**config.mk**
```make
export PLATFORM = sky130hd
export DESIGN_NAME = uart_rx_frame_ctrl
export DESIGN_NICKNAME = d
export VERILOG_FILES = /design/src/rtl/uart_pkg.sv /design/src/rtl/uart_rx_frame_ctrl_counter.sv /design/src/rtl/uart_rx_frame_ctrl.sv
export SDC_FILE = /design/constraint.sdc
export NUM_CORES = 1
export LEC_CHECK = 0
export BUFFER_PORTS_ARGS = -buffer_cell sky130_fd_sc_hd__buf_2
export CORE_UTILIZATION = 26
export DETAILED_ROUTE_END_ITERATION = 16
export PLACE_DENSITY_LB_ADDON = 0.12
export RECOVER_POWER = 100
export SLEW_MARGIN = 20
export SYNTH_ARGS = -nofsm -noshare
export SYNTH_HDL_FRONTEND = slang
export SYNTH_SLANG_ARGS = --single-unit
```
**constraint.sdc**
```tcl
create_clock -name clk -period 2 [get_ports clk]
set_clock_uncertainty 0.15 [all_clocks]
set_input_delay 0 -clock clk [delete_from_list [all_inputs] [get_ports clk]]
set_output_delay 0 -clock clk [all_outputs]
set_load 0.01 [all_outputs]
```
**src/rtl/uart_pkg.sv**
```systemverilog
// Shared types and constants for the UART receive frame controller.
// Holds the FSM state encoding, data-bit limits and the per-frame configuration.
package uart_pkg;

    typedef enum logic [2:0] {
        IDLE,
        DATA,
        PARITY,
        STOP1,
        STOP2
    } state_t;

    localparam logic [3:0] MIN_DATA_BITS     = 4'd5;
    localparam logic [3:0] ABS_MAX_DATA_BITS = 4'd9;

    typedef struct packed {
        logic [3:0] data_bits;
        logic       parity_en;
        logic       parity_odd;
        logic       two_stop;
        logic       oversample_x16;
    } cfg_t;

    // Out-of-range requests saturate to the nearest legal data-bit count.
    function automatic logic [3:0] clamp_data_bits(input logic [3:0] req,
                                                   input logic [3:0] max_bits);
        logic [3:0] res;
        res = req;
        if (req < MIN_DATA_BITS) res = MIN_DATA_BITS;
        if (req > max_bits)      res = max_bits;
        return res;
    endfunction

endpackage

```
**src/rtl/uart_rx_frame_ctrl_counter.sv**
```systemverilog
// Small up-counter with synchronous load; used as the data bit index.
// Load takes priority over increment.
module uart_rx_frame_ctrl_counter
    import uart_pkg::*;
#(
    parameter int W = 4
) (
    input  logic         clk,
    input  logic         rst,
    input  logic         load,
    input  logic [W-1:0] load_val,
    input  logic         en,
    output logic [W-1:0] count
);

    always_ff @(posedge clk) begin
        if (rst) begin
            count <= '0;
        end else if (load) begin
            count <= load_val;
        end else if (en) begin
            count <= count + W'(1);
        end
    end

endmodule

```
**src/rtl/uart_rx_frame_ctrl.sv**
```systemverilog
// UART receive frame controller: assembles data/parity/stop bits from the bit
// detector into words and presents them through a one-entry valid/ready buffer.
module uart_rx_frame_ctrl
    import uart_pkg::*;
#(
    parameter int MAX_DATA_BITS = 8
) (
    input  logic                     clk,
    input  logic                     rst,
    input  logic                     bit_in,
    input  logic                     bit_in_valid,
    output logic                     bit_in_ready,
    output logic                     frame_done,
    output logic                     oversample_x16,
    input  logic [3:0]               cfg_data_bits,
    input  logic                     cfg_parity_en,
    input  logic                     cfg_parity_odd,
    input  logic                     cfg_two_stop,
    input  logic                     cfg_oversample_x16,
    output logic [MAX_DATA_BITS-1:0] rx_data,
    output logic                     rx_valid,
    input  logic                     rx_ready,
    output logic                     parity_err,
    output logic                     frame_err,
    output logic                     overrun,
    output logic                     busy
);

    localparam logic [3:0] MAX_BITS = 4'(MAX_DATA_BITS);

    state_t                   state;
    cfg_t                     cfg_q;
    cfg_t                     cfg_in;
    logic [MAX_DATA_BITS-1:0] shift_q;
    logic [MAX_DATA_BITS-1:0] bit_mask;
    logic [3:0]               bit_idx;
    logic                     par_acc;
    logic                     perr_q;
    logic                     ferr_q;
    logic                     acc;
    logic                     last_data;
    logic                     complete;
    logic                     idx_load;
    logic                     idx_en;

    always_comb begin
        cfg_in                = '0;
        cfg_in.data_bits      = clamp_data_bits(cfg_data_bits, MAX_BITS);
        cfg_in.parity_en      = cfg_parity_en;
        cfg_in.parity_odd     = cfg_parity_odd;
        cfg_in.two_stop       = cfg_two_stop;
        cfg_in.oversample_x16 = cfg_oversample_x16;
    end

    assign acc       = bit_in_valid && bit_in_ready;
    assign last_data = (bit_idx == cfg_q.data_bits - 4'd1);
    assign complete  = acc && ((state == STOP1 && !cfg_q.two_stop) || state == STOP2);
    assign bit_mask  = MAX_DATA_BITS'(bit_in) << bit_idx;
    assign idx_load  = acc && (state == IDLE);
    assign idx_en    = acc && (state == DATA) && !last_data;
    assign busy      = (state != IDLE);

    uart_rx_frame_ctrl_counter #(.W(4)) u_bit_idx (
        .clk      (clk),
        .rst      (rst),
        .load     (idx_load),
        .load_val (4'd1),
        .en       (idx_en),
        .count    (bit_idx)
    );

    always_ff @(posedge clk) begin
        if (rst) begin
            state          <= IDLE;
            cfg_q          <= '0;
            shift_q        <= '0;
            par_acc        <= 1'b0;
            perr_q         <= 1'b0;
            ferr_q         <= 1'b0;
            bit_in_ready   <= 1'b0;
            frame_done     <= 1'b0;
            overrun        <= 1'b0;
            oversample_x16 <= 1'b0;
            rx_data        <= '0;
            rx_valid       <= 1'b0;
            parity_err     <= 1'b0;
            frame_err      <= 1'b0;
        end else begin
            bit_in_ready <= 1'b1;
            frame_done   <= complete;
            overrun      <= complete && rx_valid && !rx_ready;

            if (state == IDLE && !acc) oversample_x16 <= cfg_oversample_x16;

            // A finished frame loads if the buffer is empty or draining this cycle.
            if (complete && (!rx_valid || rx_ready)) begin
                rx_data    <= shift_q;
                parity_err <= perr_q;
                frame_err  <= ferr_q | ~bit_in;
                rx_valid   <= 1'b1;
            end else if (rx_valid && rx_ready) begin
                rx_valid <= 1'b0;
            end

            if (acc) begin
                case (state)
                    IDLE: begin
                        cfg_q   <= cfg_in;
                        shift_q <= MAX_DATA_BITS'(bit_in);
                        par_acc <= bit_in;
                        perr_q  <= 1'b0;
                        ferr_q  <= 1'b0;
                        state   <= DATA;
                    end
                    DATA: begin
                        shift_q <= shift_q | bit_mask;
                        par_acc <= par_acc ^ bit_in;
                        if (last_data) state <= cfg_q.parity_en ? PARITY : STOP1;
                    end
                    PARITY: begin
                        perr_q <= ((par_acc ^ bit_in) != cfg_q.parity_odd);
                        state  <= STOP1;
                    end
                    STOP1: begin
                        if (!bit_in) ferr_q <= 1'b1;
                        state <= cfg_q.two_stop ? STOP2 : IDLE;
                    end
                    STOP2: begin
                        if (!bit_in) ferr_q <= 1'b1;
                        state <= IDLE;
                    end
                    default: state <= IDLE;
                endcase
            end
        end
    end

endmodule
```
Word-level counts from Yosys, hierarchy flattened
Index checks and enable logic that the tools add are counted. Widths: inputs -> output; s select.

Flip-flop bits (word level): 40. Input bits: 13. Output and inout bits: 16. Logic and storage cells: 84.

Add/subtract/negate cells: 2. Order comparisons: 2. Eq/ne operators: 8. Shift operators: 1. Multiplexer cells: 16. Bitwise gates (word level): 4. Reduce and logical (&&, ||, !) cells: 32.

Operators by type and width (count): $pmux 8 s2 (1); $pmux 3 s4 (1); $logic_and 1x1->1 (11); $reduce_bool 2->1 (5); $mux 4 (2); $or 8x8->8 (1); $reduce_and 2->1 (4); $shl 1x4->8 (1); $mux 1 (7); $eq 3x2->1 const B (2); $mux 3 (2); $pmux 1 s2 (3); $logic_not 1->1 (5); $add 4x1->4 const B (1); $eq 4x4->1 (1); $gt 4x4->1 const B (1); $lt 4x3->1 const B (1); $ne 2x2->1 const B (2); $reduce_or 2->1 (2); $sub 4x1->4 const B (1); $eq 3x1->1 const B (1); $eq 3x3->1 const B (1); $logic_not 3->1 (1); $reduce_and 3->1 (1); 6 further kinds (7).

Depth between registers and ports, before layout
Gate-level depths: netlist of run 1.

Depth after elaboration: 6. Depth in mapped cells: 6. Mapped depth without buffers: 6.

By module
From an unflattened synthesis of run 1, not the netlist that was laid out.

Cells, all modules: 200. Area total of the unflattened synthesis: 1780.5 um^2.

By module, submodules not included: uart_rx_frame_ctrl (times used 1, cells each 178, area an instance 1575.3 um^2, seq. area each 720.7 um^2); uart_rx_frame_ctrl_counter (times used 1, cells each 22, area an instance 205.2 um^2, seq. area each 80.1 um^2).

Worst setup path after synthesis of run 1
No wires, ideal clock.

Path type: flip-flop to flip-flop. Start point: register cfg_q[4] in the netlist's numbering. End point: register u_bit_idx.count[3]. Setup time: 0.072 ns. Arrival time: 1.572 ns. Data required time: 1.778 ns. Slack: 0.207 ns. Stages on the path, launching flop included: 7. Path buffers: 0. Clock period less this slack: 1.793 ns. Path through: dfxtp_1 -> inv_1 -> ha_1 -> xnor2_1 -> nor3_4 -> a2111oi_4 -> mux2i_1.

Longest elaborated chain between the ends: 4.

Ends and longest elaborated chain: from (decl) (line uart_rx_frame_ctrl.sv:32) `cfg_t cfg_q;`; from (signal assigned) (line uart_rx_frame_ctrl.sv:108) `cfg_q <= cfg_in;`; $sub 4x1->4 (line uart_rx_frame_ctrl.sv:56) `assign last_data = (bit_idx == cfg_q.data_bits - 4'd1);`; $eq 4x4->1 (line uart_rx_frame_ctrl.sv:56); $logic_not 1->1 (line uart_rx_frame_ctrl.sv:60) `assign idx_en = acc && (state == DATA) && !last_data;`; $logic_and 1x1->1 (line uart_rx_frame_ctrl.sv:60); to (signal assigned) (line uart_rx_frame_ctrl_counter.sv:20) `count <= load_val;`; to (signal assigned) (line uart_rx_frame_ctrl_counter.sv:22) `count <= count + W'(1);`; to (decl) (line uart_rx_frame_ctrl_counter.sv:13) `output logic [W-1:0] count`.

No other way between the ends. A chain may end at the register's enable or synchronous reset.

Final worst setup path of run 1
Ends and elaborated chain as after synthesis.

==> results of run 1 <==
[synthesized netlist by cell type (2+ instances only)]
cell type,number
sky130_fd_sc_hd__xnor2_1,5
sky130_fd_sc_hd__nor3b_1,5
sky130_fd_sc_hd__o21ai_0,7
sky130_fd_sc_hd__a32oi_1,2
sky130_fd_sc_hd__inv_1,5
sky130_fd_sc_hd__mux2i_1,12
sky130_fd_sc_hd__nand2_1,26
sky130_fd_sc_hd__or3_1,3
sky130_fd_sc_hd__and2_1,2
sky130_fd_sc_hd__buf_2,5
sky130_fd_sc_hd__nor3_1,8
sky130_fd_sc_hd__nor2b_1,3
sky130_fd_sc_hd__nor2_1,19
sky130_fd_sc_hd__a211oi_1,2
sky130_fd_sc_hd__a21oi_1,18
sky130_fd_sc_hd__nand2b_1,3
sky130_fd_sc_hd__nand3_1,3
sky130_fd_sc_hd__clkbuf_1,5
sky130_fd_sc_hd__a31oi_1,5
sky130_fd_sc_hd__ha_1,2
sky130_fd_sc_hd__dfxtp_1,40
sky130_fd_sc_hd__nand4_1,5
[final cells by class]
type	instances	area (sq um)
clock buffers	5	68.8
flip-flops and latches	40	801
multi-input cells	145	912
inverters	5	18.8
repair buffers	55	347
clock inverters	3	42.5
well taps	77	96.3
fillers	692	4210
[power by group through the flow]
stage / clock network, mW / registers [mW] / logic, mW
floorplan: 0 / 0.838 / 0.0945
detailed placement: 0 / 0.842 / 0.147
finish: 0.672 / 0.823 / 0.166
global route: 0.718 / 0.826 / 0.184
global placement: 0 / 0.842 / 0.147
CTS: 0.686 / 0.823 / 0.168
[what timing repair did]
item,4_1_cts,5_1_grt
gates resized for setup,0,1
buffers inserted,0,1
setup endpoints to repair,0,3
endpoints found under the hold margin,13,0
hold buffers,14,0
[flip-flops by register name, indices dropped and copies added, names as in the netlist]
name             cells
rx_valid             1
parity_err           1
cfg_q                7
u_bit_idx.count      4
bit_in_ready         1
shift_q              8
par_acc              1
rx_data              8
frame_err            1
oversample_x16       1
perr_q               1
overrun              1
ferr_q               1
frame_done           1
state                3
[final timing paths]
kind                 from                  to  slack, ns  cells after the start
max reg2reg      cfg_q[4]  u_bit_idx.count[3]       0.11                      6
max              cfg_q[4]  u_bit_idx.count[3]       0.11                      6
min reg2reg    shift_q[5]          shift_q[5]       0.31                      2
min          bit_in_valid            state[2]      0.009                      4
[cell families (layout without fill, tap and decap cells)]
logic type,count (synthesis),count (layout),share of synthesized area
AND/OR/NAND/NOR,85,85,0.244
flip-flops,40,40,0.448
AO/OA/AOI/OAI,39,39,0.141
buffers and inverters,17,68,0.0441
multiplexers,12,12,0.0671
XOR/XNOR,7,7,0.0427
adder cells (fa/ha/maj),2,2,0.0140
[metrics by stage]
step,instances,hold slack (ns),cell area [sq um]
3_3_place_gp,307,0.0924,2060
4_1_cts,329,0.0107,2310
2_1_floorplan,202,-0.0517,1790
6_report,330,0.00948,2290
5_1_grt,330,0.0594,2290
3_5_place_dp,307,0.0954,2060
[worst min-delay path, delay by kind of cell]
kind | cells | cell delay [ns]
and+or+nand+nor | 2 | 0.26
buffers and inverters | 1 | 0.11
AOI/OAI and AO/OA | 1 | 0.05
[routing by layer]
layer | track usage | part of all wire
met1 | 0.157 | 0.48
met2 | 0.206 | 0.46
met3 | 0.0331 | 0.045
met4 | 0.0555 | 0.018
met5 | 0 | 0
==> qor.json, run 1 <==
{
  "run_status": {"value": "finished, violations left"},
  "violations": {"value": "design-rule violations"},
  "area_growth": {"value": 27.8, "unit": "%"},
  "grt_ovf": {"value": 0},
  "clock_tree.buffer_depth": {"value": 2},
  "fin_crit": {"value": 1.89, "unit": "ns"},
  "globalRouteTotalUtil": {"value": 0.126},
  "cts-root-buf": {"value": "sky130_fd_sc_hd__clkbuf_8"},
  "ys_seq_area_frac": {"value": 0.448},
  "power.density_cell_area": {"value": 727, "unit": "nW/um^2"},
  "syn-num-nets": {"value": 217},
  "slowest_stage": {"value": "sky130_fd_sc_hd__dfxtp_1"},
  "post_synth_num_cell_types": {"value": 39},
  "swShare": {"value": 0.245},
  "power_frac_seq": {"value": 0.495},
  "die_width": {"value": 85.0, "unit": "um"},
  "timing.slew.headroom": {"value": 0.630},
  "final_critical_path_setup_slack": {"value": 0.114, "unit": "ns"},
  "tns": {"value": 0, "unit": "ns"},
  "clkSlewWorstSetupHoldPaths": {"value": 0.08, "unit": "ns"},
  "ir_worst_vdd": {"value": 243, "unit": "uV"},
  "slowest_delay": {"value": 0.40, "unit": "ns"},
  "max_cap_violations": {"value": 0},
  "site_rows": {"value": 29},
  "total_leakage_power": {"value": 0.900, "unit": "nW"},
  "postSynthRegisterBits": {"value": 40},
  "required": {"value": 2.08, "unit": "ns"},
  "synth_top_cell_by_area": {"value": "sky130_fd_sc_hd__dfxtp_1"},
  "worst_setup_path_end_kind": {"value": "flop"},
  "power_frac_clock": {"value": 0.405},
  "mostFrequentLayoutCell": {"value": "sky130_fd_sc_hd__dfxtp_1"},
  "yosys.area.top_type_share": {"value": 0.448},
  "clkSinkCount": {"value": 40},
  "startpoint_type": {"value": "flop"},
  "antenna_found_initial": {"value": 0},
  "routed_wirelength": {"value": 4.31, "unit": "mm"},
  "setup_viol": {"value": 0},
  "core_area": {"value": 6490, "unit": "sq um"},
  "synth.cell_area": {"value": 1790, "unit": "sq um"},
  "p_total": {"value": 1.66, "unit": "mW"},
  "pwr-share-comb": {"value": 0.100},
  "crit_path_max_fanout": {"value": 7},
  "ios": {"value": 29},
  "crit_chain": {"value": "inv_1, ha_1, xnor2_1, nor3_4, a2111oi_4, mux2i_1"},
  "tritoncts_clock_tree": {"value": "done"},
  "placement.io_buffers": {"value": 28},
  "post-place-ws": {"value": 0.121, "unit": "ns"},
  "grt_pass1_vias": {"value": 1450},
  "post_synth_edffs": {"value": 0},
  "total_net_switching_power": {"value": 0.406, "unit": "mW"},
  "max_slew.worst_pin.slew": {"value": 0.554, "unit": "ns"},
  "path_buf_inv": {"value": 1},
  "wl_per_cell": {"value": 13.1, "unit": "um"},
  "final-hold-violation-count": {"value": 0},
  "grt_max_degree": {"value": 24},
  "grt_first_pass_wirelength": {"value": 7.04, "unit": "mm"},
  "cts_buffers": {"value": 5},
  "crit_type": {"value": "flop to flop"},
  "mean_cell_area_of_the_mapped_netlist": {"value": 8.86, "unit": "sq um"},
  "chipHeight": {"value": 85.0, "unit": "um"},
  "drt_pre_antenna_iters": {"value": 12},
  "h-tree-depth": {"value": 2},
  "clk-insertion-delay-late": {"value": 0.30, "unit": "ns"},
  "synthesis.yosys.warnings": {"value": 0},
  "floorplan.initialDensity": {"value": 0.275},
  "grt_setup_unrepaired": {"value": "no"},
  "crit_family": {"value": "flip-flops"},
  "final_antenna_net_count": {"value": 0},
  "power_report.internal_total": {"value": 1.26, "unit": "mW"},
  "drt_first_iter_violations": {"value": 78},
  "drc": {"value": 4},
  "place_congestion": {"value": 0.728},
  "holdCritPathClass": {"value": "primary input to flop"},
  "avgViaCountPerCell": {"value": 4.77},
  "dp_hpwl": {"value": 3.01, "unit": "mm"},
  "nets": {"value": 267},
  "final_core_utilization": {"value": 0.352},
  "cp_data_arrival_time": {"value": 1.97, "unit": "ns"},
  "synth_flop_cell": {"value": "sky130_fd_sc_hd__dfxtp_1"},
  "final_cell_mix": {"value": "40 x sky130_fd_sc_hd__dfxtp_1, 25 x sky130_fd_sc_hd__nand2_1, 19 x sky130_fd_sc_hd__nor2_1, 19 x sky130_fd_sc_hd__clkbuf_1, 18 x sky130_fd_sc_hd__a21oi_1"},
  "dieArea": {"value": 7220, "unit": "sq um"},
  "final_layout_size_suffix_gt1_frac": {"value": 0.134},
  "yosys-top-cells-area": {"value": "sky130_fd_sc_hd__dfxtp_1 45%, sky130_fd_sc_hd__mux2i_1 6.7%, sky130_fd_sc_hd__nand2_1 5.5%"},
  "routed-via-count": {"value": 1574},
  "maxSlewViolCount": {"value": 0},
  "asr_flop_ratio_synth": {"value": 0},
  "number_of_diodes_added_for_antenna_fixing": {"value": 0},
  "gate_count_after_technology_mapping": {"value": 202},
  "timing.fmax": {"value": 530, "unit": "MHz"},
  "period_share": {"value": 0.943}
}
No activity file was read; power rests on OpenSTA's default activity.
==> inputs of run 2 (changes only) <==
- ABC_AREA: unset -> 1
==> qor.json, run 2 <==
{
  "globalRouteTotalUtil": {"value": 0.133},
  "grt_pass1_vias": {"value": 1597},
  "cts-root-buf": {"value": "sky130_fd_sc_hd__clkbuf_8"},
  "grt_max_degree": {"value": 18},
  "synth_top_cell_by_area": {"value": "sky130_fd_sc_hd__dfxtp_1"},
  "clock_tree.buffer_depth": {"value": 2},
  "drt_pre_antenna_iters": {"value": 4},
  "ys_seq_area_frac": {"value": 0.461},
  "area_growth": {"value": 26.6, "unit": "%"},
  "routed-via-count": {"value": 1621},
  "timing.hold.ws": {"value": 0.308, "unit": "ns"},
  "crit_type": {"value": "flop to flop"},
  "layout_top_registers": {"value": "rx_data: 8 flops, shift_q: 8 flops, cfg_q: 7 flops"},
  "floorplan.initialDensity": {"value": 0.272},
  "placement.io_buffers": {"value": 28},
  "avgViaCountPerCell": {"value": 4.54},
  "mean_cell_area_of_the_mapped_netlist": {"value": 7.49, "unit": "sq um"},
  "worst_setup_path_end_kind": {"value": "flop"},
  "cp_data_arrival_time": {"value": 1.85, "unit": "ns"},
  "nets": {"value": 294},
  "final_cell_mix": {"value": "40 x sky130_fd_sc_hd__dfxtp_1, 38 x sky130_fd_sc_hd__nand2_1, 33 x sky130_fd_sc_hd__a21oi_1"},
  "fillers": {"value": 725},
  "chipHeight": {"value": 83.7, "unit": "um"},
  "clk-insertion-delay-late": {"value": 0.30, "unit": "ns"},
  "routed_wirelength": {"value": 4.21, "unit": "mm"},
  "die_width": {"value": 83.7, "unit": "um"},
  "final_antenna_net_count": {"value": 0},
  "holdCritPathClass": {"value": "flop to flop"},
  "gate_count_after_technology_mapping": {"value": 232},
  "total_net_switching_power": {"value": 0.424, "unit": "mW"},
  "yosys.area.top_type_share": {"value": 0.461},
  "timing.slew.headroom": {"value": 0.459},
  "run_status": {"value": "completed"},
  "power_report.internal_total": {"value": 1.26, "unit": "mW"},
  "core_area": {"value": 6390, "unit": "sq um"},
  "ios": {"value": 29},
  "period_share": {"value": 0.902},
  "antenna_found_initial": {"value": 0},
  "clkSinkCount": {"value": 40},
  "area.sequential": {"value": 801, "unit": "sq um"},
  "startpoint_type": {"value": "flop"},
  "timing.fmax": {"value": 554, "unit": "MHz"},
  "postSynthRegisterBits": {"value": 40},
  "max_slew.worst_pin.slew": {"value": 0.811, "unit": "ns"},
  "wl_per_cell": {"value": 11.8, "unit": "um"},
  "yosys-top-cells-area": {"value": "sky130_fd_sc_hd__dfxtp_1 46%, sky130_fd_sc_hd__a21oi_1 9.5%, sky130_fd_sc_hd__nand2_1 8.0%"},
  "synth.cell_area": {"value": 1740, "unit": "sq um"},
  "drt_first_iter_violations": {"value": 63},
  "syn-num-nets": {"value": 247},
  "synth_flop_cell": {"value": "sky130_fd_sc_hd__dfxtp_1"},
  "dieArea": {"value": 7010, "unit": "sq um"},
  "final_layout_size_suffix_gt1_frac": {"value": 0.136},
  "pwr-share-comb": {"value": 0.100},
  "synthTopCellsByCount": {"value": "40 x sky130_fd_sc_hd__dfxtp_1, 37 x sky130_fd_sc_hd__nand2_1, 33 x sky130_fd_sc_hd__a21oi_1"},
  "multiInputGateArea": {"value": 782, "unit": "sq um"},
  "power.density_cell_area": {"value": 766, "unit": "nW/um^2"},
  "maxSlewViolCount": {"value": 0},
  "place_congestion": {"value": 0.712},
  "fin_crit": {"value": 1.80, "unit": "ns"},
  "grt_setup_unrepaired": {"value": "no"},
  "tns": {"value": 0, "unit": "ns"},
  "h-tree-depth": {"value": 2},
  "synthesis.yosys.warnings": {"value": 0},
  "tritoncts_clock_tree": {"value": "done"},
  "site_rows": {"value": 29},
  "ir_worst_vdd": {"value": 313, "unit": "uV"},
  "setup_viol": {"value": 0},
  "dp_hpwl": {"value": 3.02, "unit": "mm"},
  "detailed_place.area": {"value": 1970, "unit": "sq um"},
  "power_frac_seq": {"value": 0.491},
  "grt_ovf": {"value": 0},
  "grt_first_pass_wirelength": {"value": 7.39, "unit": "mm"},
  "final_design_area_no_fill": {"value": 2200, "unit": "sq um"},
  "post_synth_num_cell_types": {"value": 29},
  "p_total": {"value": 1.68, "unit": "mW"},
  "max_cap_violations": {"value": 0},
  "power_frac_clock": {"value": 0.409},
  "total_leakage_power": {"value": 0.894, "unit": "nW"},
  "asr_flop_ratio_synth": {"value": 0},
  "clkSlewWorstSetupHoldPaths": {"value": 0.09, "unit": "ns"},
  "cts_buffers": {"value": 5},
  "drc": {"value": 0},
  "crit_path_max_fanout": {"value": 5},
  "required": {"value": 2.04, "unit": "ns"},
  "number_of_diodes_added_for_antenna_fixing": {"value": 0},
  "final-hold-violation-count": {"value": 0},
  "synth_most_common_cell": {"value": "sky130_fd_sc_hd__dfxtp_1"},
  "post_synth_edffs": {"value": 0},
  "swShare": {"value": 0.252},
  "mostFrequentLayoutCell": {"value": "sky130_fd_sc_hd__dfxtp_1"}
}
[run 2: changes by cell type in the layout (fill, tap and decap cells not counted), moves of 4 or more]
cell                      delta
sky130_fd_sc_hd__nand2_1    +13
sky130_fd_sc_hd__inv_1      +19
sky130_fd_sc_hd__mux2i_1    -12
sky130_fd_sc_hd__o21ai_1     +4
sky130_fd_sc_hd__inv_2       +5
sky130_fd_sc_hd__nor3b_1     -5
sky130_fd_sc_hd__nand3_1    +14
sky130_fd_sc_hd__xnor2_1     -5
sky130_fd_sc_hd__a31oi_1     -5
sky130_fd_sc_hd__buf_4       -6
sky130_fd_sc_hd__a21oi_1    +15
[run 2: worst max-delay path: stages (launching register included)]
cell	delay, ns
sky130_fd_sc_hd__dfxtp_1	0.36
sky130_fd_sc_hd__nor2_2	0.19
sky130_fd_sc_hd__nand2_1	0.15
sky130_fd_sc_hd__o21ai_0	0.19
sky130_fd_sc_hd__a21oi_1	0.08
sky130_fd_sc_hd__dlygate4sd3_1	0.59
[run 2: timing repair]
item,in CTS,in global routing
resized for setup,0,0
hold buffers,14,0
setup buffers,0,0
endpoints found under the setup margin,0,0
endpoints found under the hold margin,21,0
[run 2: final timing paths]
| check | depth (start not counted) | start | endpoint | slack (ns) |
|---|---|---|---|---|
| max | 5 | state[0] | oversample_x16 | 0.20 |
| min reg2reg | 2 | shift_q[2] | rx_data[2] | 0.31 |
| max reg2reg | 5 | state[0] | oversample_x16 | 0.20 |
| min | 2 | shift_q[2] | rx_data[2] | 0.31 |
[run 2: layout make-up]
type                            instances  share of cell area
Clock buffer                            5              0.0313
Clock inverter                          3              0.0216
Inverter                               29              0.0495
Multi-Input combinational cell        156               0.356
Sequential cell                        40               0.364
Tap cell                               77              0.0438
Timing Repair Buffer                   47               0.134
[run 2: kinds of logic (layout without fill, tap and decap cells)]
family,after synthesis,in the layout,share of synthesized area
simple gates,95,95,0.248
compound gates,55,55,0.172
flops,40,40,0.461
buf+inv,36,84,0.0843
xor+xnor,4,4,0.0202
fa+ha+maj,2,2,0.0144
[run 2: power by group through the flow]
stage	Clock (mW)	Sequential [mW]	Combinational, mW
after CTS	0.714	0.827	0.175
after floorplan	0	0.845	0.101
final	0.689	0.827	0.169
after detailed placement	0	0.846	0.153
after global routing	0.747	0.830	0.192
after global placement	0	0.846	0.154
[run 2: metal layers]
metal	up-vias	share of wire	global-route usage
met5	-	0	0
met4	0	0.015	0.0508
met3	6	0.036	0.0346
met2	23	0.48	0.228
met1	734	0.47	0.159
li1	858	-	-
[run 2: through the flow]
step | cells | utilization | worst slack (ns)
after CTS | 357 | 0.349 | 0.186
after floorplan | 232 | - | 0.347
after global placement | 335 | 0.309 | 0.281
after detailed placement | 335 | 0.309 | 0.241
final | 357 | 0.344 | 0.196
after global routing | 357 | 0.344 | 0.0614
